$ cat src/rtl/writeback_stage_pkg.sv
// Shared writeback-select and load-size codes (also consumed by decode).
package writeback_stage_pkg;

   localparam logic [1:0] WB_ALU = 2'd0;
   localparam logic [1:0] WB_MEM = 2'd1;
   localparam logic [1:0] WB_PC4 = 2'd2;

   localparam logic [2:0] F3_LB  = 3'b000;
   localparam logic [2:0] F3_LH  = 3'b001;
   localparam logic [2:0] F3_LW  = 3'b010;
   localparam logic [2:0] F3_LBU = 3'b100;
   localparam logic [2:0] F3_LHU = 3'b101;

   // Context of a load parked while its data is outstanding.
   typedef struct packed {
      logic [4:0] rd;
      logic       regwren;
      logic [2:0] funct3;
      logic [1:0] offset;
   } load_ctx_t;

endpackage

$ cat src/rtl/writeback_stage_load_extend.sv
// Combinational load extraction: shift raw word by byte offset, then size/sign-extend.
module writeback_stage_load_extend
   import writeback_stage_pkg::*;
#(
   parameter int DWIDTH = 32
) (
   input  logic [2:0]        funct3,
   input  logic [1:0]        offset,
   input  logic [DWIDTH-1:0] rdata,
   output logic [DWIDTH-1:0] data
);

   logic [7:0]  b;
   logic [15:0] h;

   // Misaligned halfword at offset 3 gets zeros shifted into its upper byte.
   assign b = 8'(rdata >> {offset, 3'b000});
   assign h = 16'(rdata >> {offset, 3'b000});

   always_comb begin
      case (funct3)
         F3_LB:   data = {{(DWIDTH-8){b[7]}}, b};
         F3_LBU:  data = {{(DWIDTH-8){1'b0}}, b};
         F3_LH:   data = {{(DWIDTH-16){h[15]}}, h};
         F3_LHU:  data = {{(DWIDTH-16){1'b0}}, h};
         default: data = rdata;
      endcase
   end

endmodule

$ cat src/rtl/writeback_stage.sv
// Writeback stage: selects ALU / load / PC+4 result and registers one commit per cycle.
// Optional retired-instruction counter enabled by defining WB_RETIRE_CNT_EN.
module writeback_stage
   import writeback_stage_pkg::*;
#(
   parameter int DWIDTH = 32,
   parameter int CNTW   = 64
) (
   input  logic              clk,
   input  logic              rst,
   input  logic              valid_i,
   output logic              ready_o,
   input  logic [4:0]        rd_i,
   input  logic              regwren_i,
   input  logic [1:0]        wbsel_i,
   input  logic [2:0]        funct3_i,
   input  logic [DWIDTH-1:0] alu_res_i,
   input  logic [DWIDTH-1:0] pc_i,
   input  logic              dmem_rvalid_i,
   input  logic [DWIDTH-1:0] dmem_rdata_i,
   output logic [4:0]        rd_o,
   output logic [DWIDTH-1:0] datawb_o,
   output logic              regwren_o,
   output logic              retire_o,
   output logic [CNTW-1:0]   instret_o
);

   localparam logic [0:0] S_IDLE     = 1'b0;
   localparam logic [0:0] S_WAIT_MEM = 1'b1;

   logic [0:0]        state, state_n;
   load_ctx_t         ctx, ctx_n;
   logic [DWIDTH-1:0] ld_data;
   logic              commit;
   logic [4:0]        c_rd;
   logic              c_wren;
   logic [DWIDTH-1:0] c_data;

   writeback_stage_load_extend #(.DWIDTH(DWIDTH)) u_load_extend (
      .funct3 (ctx.funct3),
      .offset (ctx.offset),
      .rdata  (dmem_rdata_i),
      .data   (ld_data)
   );

   assign ready_o = (state == S_IDLE);

   always_comb begin
      state_n = state;
      ctx_n   = ctx;
      commit  = 1'b0;
      c_rd    = rd_o;
      c_wren  = 1'b0;
      c_data  = datawb_o;
      case (state)
         S_IDLE: begin
            if (valid_i) begin
               if (wbsel_i == WB_MEM) begin
                  ctx_n   = '{rd: rd_i, regwren: regwren_i, funct3: funct3_i, offset: alu_res_i[1:0]};
                  state_n = S_WAIT_MEM;
               end else begin
                  // Reserved select code 3 falls through to the ALU result.
                  commit = 1'b1;
                  c_rd   = rd_i;
                  c_wren = regwren_i;
                  c_data = (wbsel_i == WB_PC4) ? pc_i + DWIDTH'(4) : alu_res_i;
               end
            end
         end
         default: begin
            if (dmem_rvalid_i) begin
               commit  = 1'b1;
               c_rd    = ctx.rd;
               c_wren  = ctx.regwren;
               c_data  = ld_data;
               state_n = S_IDLE;
            end
         end
      endcase
   end

   always_ff @(posedge clk) begin
      if (!rst) begin
         state     <= S_IDLE;
         ctx       <= '0;
         rd_o      <= '0;
         datawb_o  <= '0;
         regwren_o <= 1'b0;
         retire_o  <= 1'b0;
      end else begin
         state     <= state_n;
         ctx       <= ctx_n;
         rd_o      <= c_rd;
         datawb_o  <= c_data;
         regwren_o <= commit && c_wren && (c_rd != 5'd0);
         retire_o  <= commit;
      end
   end

`ifdef WB_RETIRE_CNT_EN
   logic [CNTW-1:0] instret_q;

   // Counts on the commit edge so instret_o already includes the retire being shown.
   always_ff @(posedge clk) begin
      if (!rst)        instret_q <= '0;
      else if (commit) instret_q <= instret_q + 1'b1;
   end

   assign instret_o = instret_q;
`else
   assign instret_o = '0;
`endif

endmodule

$ cat config.mk
export PLATFORM = sky130hd
export DESIGN_NAME = writeback_stage
export DESIGN_NICKNAME = d
export VERILOG_FILES = /design/src/rtl/writeback_stage_pkg.sv /design/src/rtl/writeback_stage_load_extend.sv /design/src/rtl/writeback_stage.sv
export SDC_FILE = /design/constraint.sdc
export NUM_CORES = 1
export LEC_CHECK = 0
export BUFFER_PORTS_ARGS = -buffer_cell sky130_fd_sc_hd__buf_4
export CORE_ASPECT_RATIO = 0.9
export CORE_MARGIN = 4
export CORE_UTILIZATION = 47
export CTS_CLUSTER_DIAMETER = 100
export DETAILED_ROUTE_END_ITERATION = 6
export GPL_TIMING_DRIVEN = 0
export PLACE_DENSITY = 0.9
export RECOVER_POWER = 25
export SLEW_MARGIN = 30
export SYNTH_ARGS = -nofsm -noshare
export SYNTH_HDL_FRONTEND = slang
export SYNTH_HIERARCHICAL = 1
export SYNTH_SLANG_ARGS = --single-unit
$ cat constraint.sdc
create_clock -name clk -period 2.2 [get_ports clk]
set_input_delay 0.22 -clock clk [delete_from_list [all_inputs] [get_ports clk]]
set_output_delay 0.22 -clock clk [all_outputs]
set_load 0.02 [all_outputs]
; Yosys cells after proc, flatten, opt, wreduce, memory -nomap -nowiden
; Index checks and enable logic that the tools add are counted.
[totals]
regBits = 51
inputBits = 111
out_inout_bits = 104
word_cells = 48
[op_classes]
addsub = 1
eq_ne = 7
shifts = 1
n_mux = 22
bitwise_logic = 1
reduce_logical = 7
[op_table]
columns = cell, count
row1 = 32-bit two-way mux, 5
row2 = 32-bit one-hot mux with 4 select lines, 1
row3 = "32-bit by 3-bit adder with 32-bit output, second input constant", 1
row4 = 32-bit by 5-bit right shift with 16-bit output, 1
row5 = 5-bit two-way mux, 4
row6 = 1-bit two-way mux, 12
row7 = "3-bit equality test, second input constant", 2
row8 = 3-bit AND reduction, 2
row9 = 5-bit nonzero test, 1
row10 = "2-bit != test, second input constant", 2
row11 = "3-bit by 1-bit equality test with 1-bit output, second input constant", 1
row12 = 3-bit zero test, 1
row13 = "2-bit by 1-bit equality test with 1-bit output, second input constant", 1
row14 = "2-bit equality test, second input constant", 1
row15 = 1-bit logical AND, 2
row16 = 2-bit nonzero test, 1
row17 = 1-bit inverter, 1

; Depth between registers and ports, before layout
; Gate-level depths: netlist (run 1).
[logic_depth]
ltp_word = 6
mapped_depth = 9
depth_no_buf = 7

; Modules after synthesis
; The synthesis (run 1) kept the hierarchy.
[by_module_without_submodules]
columns = module, n_inst, cells_per_inst, area_each_um2, seq_area_each_um2
row1 = writeback_stage, 1, 488, 3612.2, 1021.0
row2 = writeback_stage_load_extend, 1, 111, 715.7, 0.0

; Worst setup path after synthesis (run 1)
; OpenSTA, ideal clock, no wires.
[synth_timing]
path_type = input to register
start = in pc_i[2]
end = reg datawb_o[24]
setup_time_ps = 91
arrival_time_ps = 1855
required_ps = 2109
path_slack_ps = 254
cell_stages = 6
path_buffers = 0
path_cell_list = ha_1 > nand3_1 > or4_4 > or4_1 > xnor2_1 > a311oi_1
[synth_between]
elab_chain_len = 5
[synth_lines]
columns = item, line_no
row1 = from (decl), writeback_stage.sv:18  ; input logic [DWIDTH-1:0] pc_i,
row2 = 32-bit by 3-bit adder with 32-bit output, writeback_stage.sv:66  ; c_data = (wbsel_i == WB_PC4) ? pc_i + DWIDTH'(4) : alu_res_i;
row3 = 32-bit two-way mux, writeback_stage.sv:66
row4 = 32-bit two-way mux, writeback_stage.sv:58  ; if (wbsel_i == WB_MEM) begin
row5 = 32-bit two-way mux, writeback_stage.sv:57  ; if (valid_i) begin
row6 = 32-bit two-way mux, writeback_stage.sv:55  ; case (state)
row7 = to (signal assigned), writeback_stage.sv:94  ; datawb_o <= c_data;
row8 = to (decl), writeback_stage.sv:22  ; output logic [DWIDTH-1:0] datawb_o,
; No other way between the ends. The select of a mux whose other input is x is not followed.
; A chain may end at the register's enable or synchronous reset.

; Worst setup path in the final report (run 1)
[layout_timing]
start = reg ctx[0] (netlist bit)
end = reg datawb_o[26]
[layout_between]
elab_chain_len = 4
[layout_lines]
columns = item, line_no
row1 = from (decl), writeback_stage.sv:32  ; load_ctx_t ctx, ctx_n;
row2 = from (signal assigned), writeback_stage.sv:92  ; ctx <= ctx_n;
row3 = 32-bit by 5-bit right shift with 16-bit output, writeback_stage_load_extend.sv:18  ; assign h = 16'(rdata >> {offset, 3'b000});
row4 = 32-bit one-hot mux with 4 select lines, writeback_stage_load_extend.sv:21  ; case (funct3)
row5 = named net ld_data[26], writeback_stage.sv:33  ; logic [DWIDTH-1:0] ld_data;
row6 = 32-bit two-way mux, writeback_stage.sv:71  ; if (dmem_rvalid_i) begin
row7 = 32-bit two-way mux, writeback_stage.sv:55
; The timed path passes the listed nets, and every way through them passes these cells. The select of a mux whose other input is x is not followed.

==> results.toml, run 1 <==
[global_routing]
grt_usage_pct = 30.48
grt_pass1_vias = 5010
grt_max_degree = 16
grt_pass1_wl_mm = 25.99
antenna_found_initial = 0
overflow = 0

[pwr]
p_switching_mw = 0.9778
pwr-share-seq_pct = 36.2
clkPwrFrac_pct = 27.0
power_mw = 2.857
p_int_mw = 1.879
ir_drop_mv = 0.3729
leakagePower_nw = 2.521
p_sw_share_pct = 34.23
power_density_mw_per_mm2 = 481.2
comb_power_share_pct = 36.8

[clock_tree]
cts.sink_count = 51
cts.path.max_buffers = 2
holdBufCountCts = 0
clkTransAtPathRegs_ns = 0.09
clk_latency_ns = 0.31
cts_max_level = 2
ctsRootBufferMaster = "clkbuf_8"
cts_buffers = 5
tritoncts = "built"

[critical_path]
cp_top_family = "compound AO/OA/AOI/OAI gates"
cp_data_required_time_ns = 2.38
max_stage_delay_ns = 0.59
r2r_cells = 9
worst-path-max-fanout = 8
cp_num_buf_inv = 2
worstSetupPathDepth = 9
path_cells = "buf_6 > mux4_2 > o211ai_4 > buf_6 > o21ai_1 > nand2_1 > o21ai_1 > a32oi_1 > o31ai_1"
timing.critical_path.to_type = "flip-flop"
start_kind = "flip-flop"
crit_type = "reg -> reg"
critPathArrivalTime_ns = 2.32
cpMaxStageDelayCell = "mux4_2"

[logic_synthesis]
syn_area_mm2 = 0.004328
synth_seq_cells = 51
ys_types = 71
netlist_top_cells_area = "dfxtp_1 (24%), buf_4 (11%), nand2_1 (9.4%), o21ai_0 (5.2%), a21oi_1 (4.2%)"
yosys.area.top_type = "dfxtp_1"
synth_area_per_cell_um2 = 7.225
async_flop_share_pct = 0
synth-edff-count = 0
synth_seq_area_share_pct = 23.59
yosys_most_used_dff = "dfxtp_1"
synth_top_cells_by_count = "nand2_1 (108), buf_4 (64), dfxtp_1 (51), o21ai_0 (45), a21oi_1 (36)"
synth.top_cell.area_share_pct = 23.59
yosysMostFrequentCell = "nand2_1"
synth_cells = 599
ys.warnings.count = 6

[cells_and_area]
nets = 931
antenna_cells = 0
num-fill-cells = 814
area_growth_pct = 37.15
layout-drive-gt1-share_pct = 28.29
stdcell_area_mm2 = 0.005936

[sta]
setup_viol = 0
finalHoldViolCount = 0
final.setup.worst_slack_ns = 0.05589
post-route-min-period_ns = 2.144
fin_crit_sh_pct = 97.46
tightest_slew_ns = 0.7433
relSlewSlack_pct = 50.03
max_freq_mhz = 466.4
rsz0062_at_grt = "yes"
slew_viol_final = 0
clock_skew_ns = 0.01238

[outcome]
run_status = "completed"

[die]
dieWidth_um = 109.2
die_y_um = 99.04
io_pins = 215
start_util_pct = 49.36
core_mm2 = 0.008768
die-area_mm2 = 0.01081
rows = 32

[placement]
post_dp_cell_area_mm2 = 0.005831
placement.io_buffers = 148
place_ws_ns = -0.1049
place_hpwl_mm = 14.04
gp_congestion = 0.9468

[hold_path]
hold-path-cell-count = 3
hold_path.class = "in -> reg"

[drt]
drtAntennaViolNets = 0
drt-pass1-iter-count = 5
vias = 5427
post_drt_wl_per_cell_um = 18.40
finalWirelength_mm = 17.28
drc = 0
via_per_inst = 5.780
drt_iter0_drc = 533

[job]
drv_cap = 0
## stage by stage
step | hold WS [ns] | std cells | TNS (ns) | util (%)
3_3_place_gp | 0.4415 | 929 | -0.4417 | 66.42
5_1_grt | 0.1554 | 939 | -0.03276 | 67.69
2_1_floorplan | 0.3560 | 662 | 0 | -
4_1_cts | 0.1617 | 937 | 0 | 68.02
6_report | 0.1619 | 939 | 0 | 67.69
3_5_place_dp | 0.4453 | 929 | -0.1812 | 66.50
## cells by family after synthesis
kind of cell	after synthesis	share of synthesized area [%]
XOR/XNOR	14	2.833
multiplexers	13	3.440
adder cells (fa/ha/maj)	1	0.2891
flip-flops	51	23.59
AND/OR/NAND/NOR	216	23.82
other	1	0.08665
buffers and inverters	113	16.10
AO/OA/AOI/OAI	190	29.84
## worst paths after layout
check	to	start	slack [ns]
worst max-delay path	datawb_o[26]$_SDFFE_PN0P_	ctx[0]$_SDFFE_PN0P_	0.06
worst min-delay path	ctx[0]$_SDFFE_PN0P_	alu_res_i[0]	0.16
worst max register to register	datawb_o[26]$_SDFFE_PN0P_	ctx[0]$_SDFFE_PN0P_	0.06
worst min register to register	ctx[10]$_SDFFE_PN0P_	ctx[10]$_SDFFE_PN0P_	0.46
## area by class of cell
type                       count  area, um2  share of cell area, %
timing repair buffer         151       1051                  17.71
clock buffer                   6      72.57                  1.223
buffer                       104      665.6                  11.21
clock inverter                 2      60.06                  1.012
sequential                    51       1022                  17.22
multi-input combinational    498       2885                  48.61
tap                          119      148.9                  2.508
inverter                       8      30.03                 0.5059
## power groups by stage
stage | registers, mW | logic (mW) | clock network [mW]
6_report | 1.04 | 1.05 | 0.771
5_1_grt | 1.04 | 1.13 | 0.816
4_1_cts | 1.03 | 1.04 | 0.771
3_5_place_dp | 1.05 | 1.03 | 0
3_3_place_gp | 1.05 | 1.02 | 0
2_1_floorplan | 1.11 | 0.547 | 0
## cells in the final DEF (no fill, tap or decap), types with 4 or more instances in the layout
| cell | count |
|---|---|
| xor2_1 | 9 |
| a31oi_1 | 8 |
| mux2i_1 | 7 |
| o211ai_1 | 10 |
| o31ai_1 | 10 |
| a21oi_1 | 36 |
| clkbuf_8 | 5 |
| mux2_2 | 5 |
| xnor2_1 | 5 |
| a221oi_1 | 10 |
| nand4_1 | 13 |
| or4_1 | 4 |
| clkbuf_1 | 53 |
| o22ai_1 | 6 |
| nor2_1 | 19 |
| o21ai_0 | 40 |
| nor2b_1 | 7 |
| buf_6 | 4 |
| dfxtp_1 | 50 |
| nand3_1 | 18 |
| nand2_1 | 108 |
| o21ai_1 | 8 |
| a311oi_1 | 4 |
| and2_1 | 8 |
| buf_4 | 193 |
| a22oi_1 | 11 |
| inv_1 | 8 |
| nor3_1 | 7 |
| nand2b_1 | 4 |
| nor4_1 | 5 |
| and3_1 | 6 |
| conb_1 | 64 |
| a211oi_1 | 7 |
## repair_timing
item	in CTS	in global routing
endpoints found under the hold margin	0	0
gates resized for setup	1	14
setup endpoints to repair	1	27
setup buffers	0	2
pin swaps	0	2
gates cloned	0	1
## worst register-to-register path: cells and delay by family (launching register included)
| kind | cells | cell delay [ns] |
|---|---|---|
| AO/OA/AOI/OAI | 5 | 0.74 |
| multiplexers | 1 | 0.59 |
| flip-flops | 1 | 0.35 |
| buffers and inverters | 2 | 0.28 |
| AND/OR/NAND/NOR | 1 | 0.05 |
## layer usage
metal / GRT usage (%) / wire, um / vias up
met3: 4.912 / 1811 / 30
met1: 41.98 / 7102 / 2537
met4: 7.573 / 311 / 0
met2: 49.48 / 8053 / 355
li1: - / - / 2505
met5: 0 / 0 / -
## state kept, by name, indices dropped and copies added, names as in the netlist
| register | count |
|---|---|
| ctx | 11 |
| datawb_o | 32 |
| rd_o | 5 |
| regwren_o | 1 |
| retire_o | 1 |
| state | 1 |
No activity file was read; power rests on OpenSTA's default activity.
==> run 2: changes to the inputs <==
- MAX_ROUTING_LAYER: not set -> met4
==> results.toml, run 2 (same netlist as run 1, synthesis figures left out) <==
[critical_path]
worst-path-max-fanout = 8
cpMaxStageDelayCell = "mux4_2"
cp_num_buf_inv = 2
cp_data_required_time_ns = 2.37
crit_type = "reg -> reg"
cp_top_family = "compound AO/OA/AOI/OAI gates"
crit_top_cell = "buf_6"
critPathArrivalTime_ns = 2.33
max_stage_delay_ns = 0.60
path_cells = "buf_6 > mux4_2 > o211ai_4 > buf_6 > o21ai_0 > a221oi_1 > a211oi_1"
timing.critical_path.to_type = "flip-flop"
start_kind = "flip-flop"

[clock_tree]
cts_buffers = 5
clkTransAtPathRegs_ns = 0.10
cts_max_level = 2
cts.path.max_buffers = 2
cts.sink_count = 51
clk_latency_ns = 0.32
ctsRootBufferMaster = "clkbuf_8"
holdBufCountCts = 0
tritoncts = "built"

[global_routing]
overflow = 0
antenna_found_initial = 0
grt_pass1_wl_mm = 26.54
grt_usage_pct = 32.14
grt_pass1_vias = 5099
grt_max_degree = 16

[die]
core_mm2 = 0.008768
die-area_mm2 = 0.01081
rows = 32
die_y_um = 99.04
io_pins = 215
dieWidth_um = 109.2
start_util_pct = 49.36

[pwr]
ir_drop_mv = 0.2659
power_density_mw_per_mm2 = 470.6
leakagePower_nw = 2.525

[placement]
post_dp_cell_area_mm2 = 0.005831
place_hpwl_mm = 14.20
gp_congestion = 0.9740
placed_cells = 929
placement.io_buffers = 148

[sta]
rsz0062_at_grt = "yes"
relSlewSlack_pct = 50.55
holdWs_ns = 0.1515
clock_skew_ns = 0.01053
slew_viol_final = 0
fin_crit_sh_pct = 97.81
max_freq_mhz = 464.7
finalHoldViolCount = 0
setup_viol = 0
tightest_slew_ns = 0.7357
post-route-min-period_ns = 2.152

[drt]
drtAntennaViolNets = 0
post_drt_wl_per_cell_um = 18.79
finalWirelength_mm = 17.64
drt_iter0_drc = 545
via_per_inst = 5.809
vias = 5455
drc = 0
drt-pass1-iter-count = 6

[cells_and_area]
final_cells = 939
stdcell_area_mm2 = 0.005927
antenna_cells = 0
layout_common_cells = "buf_4 (194), nand2_1 (108), conb_1 (64)"
reg_top3 = "datawb_o: 32 flops, ctx: 11 flops, rd_o: 5 flops"
multiInputGateArea_mm2 = 0.002887
nets = 931
area_growth_pct = 36.95
regMostFlops = "datawb_o"
num-fill-cells = 801
largest_register_ffs = 32
regArea_mm2 = 0.001022
layout.cells.most_common = "buf_4"
layout-drive-gt1-share_pct = 28.66

[hold_path]
hold_path.class = "in -> reg"

[job]
drv_cap = 0

[outcome]
run_status = "completed"
## run 2: metal layers
metal  part of all wire (%)  global-route usage (%)
met1                     41                   43.21
met4                    2.0                   9.417
met5                      0                       -
met2                     47                   49.58
met3                     11                   5.174
## run 2: power by group
part | switching, mW | internal (mW) | total (mW)
sequential | 0.0481 | 0.987 | 1.04
clock | 0.331 | 0.369 | 0.700
combinational | 0.616 | 0.437 | 1.05
total | 0.996 | 1.79 | 2.79
## run 2: cell type report
| type | instances | share of cell area, % |
|---|---|---|
| inverter | 8 | 0.5067 |
| timing repair buffer | 150 | 17.73 |
| tap | 119 | 2.512 |
| clock inverter | 2 | 0.5911 |
| sequential | 51 | 17.25 |
| multi-input combinational | 498 | 48.70 |
| clock buffer | 6 | 1.393 |
| buffer | 105 | 11.32 |
## run 2: repair_timing
| action | in CTS | in global routing |
|---|---|---|
| gates cloned | 0 | 1 |
| buffers inserted | 0 | 1 |
| pin swaps | 0 | 3 |
| resized for setup | 1 | 17 |
| setup endpoints to repair | 1 | 31 |
## run 2: tightest hold or removal path: stages
cell	delay [ns]
buf_4	0.11
nand2_1	0.05
a21oi_1	0.05
## run 2: path summary, 6_finish.rpt
path | from | slack, ns | endpoint | cells past startpoint
worst max-delay path | ctx[0]$_SDFFE_PN0P_ | 0.05 | datawb_o[20]$_SDFFE_PN0P_ | 7
worst min-delay path | rd_i[3] | 0.15 | ctx[9]$_SDFFE_PN0P_ | 3
worst max register to register | ctx[0]$_SDFFE_PN0P_ | 0.05 | datawb_o[20]$_SDFFE_PN0P_ | 7
worst min register to register | ctx[10]$_SDFFE_PN0P_ | 0.46 | ctx[10]$_SDFFE_PN0P_ | 2
## run 2: through the flow
step	setup WS, ns	total power [mW]	setup TNS, ns	utilization (%)
4_1_cts	0.004282	2.773	0	67.85
6_report	0.04814	2.789	0	67.59
5_1_grt	-0.03444	2.907	-0.09801	67.59
2_1_floorplan	0.2543	1.657	0	-
3_3_place_gp	-0.1354	2.074	-0.5200	66.42
3_5_place_dp	-0.1349	2.088	-0.2466	66.50
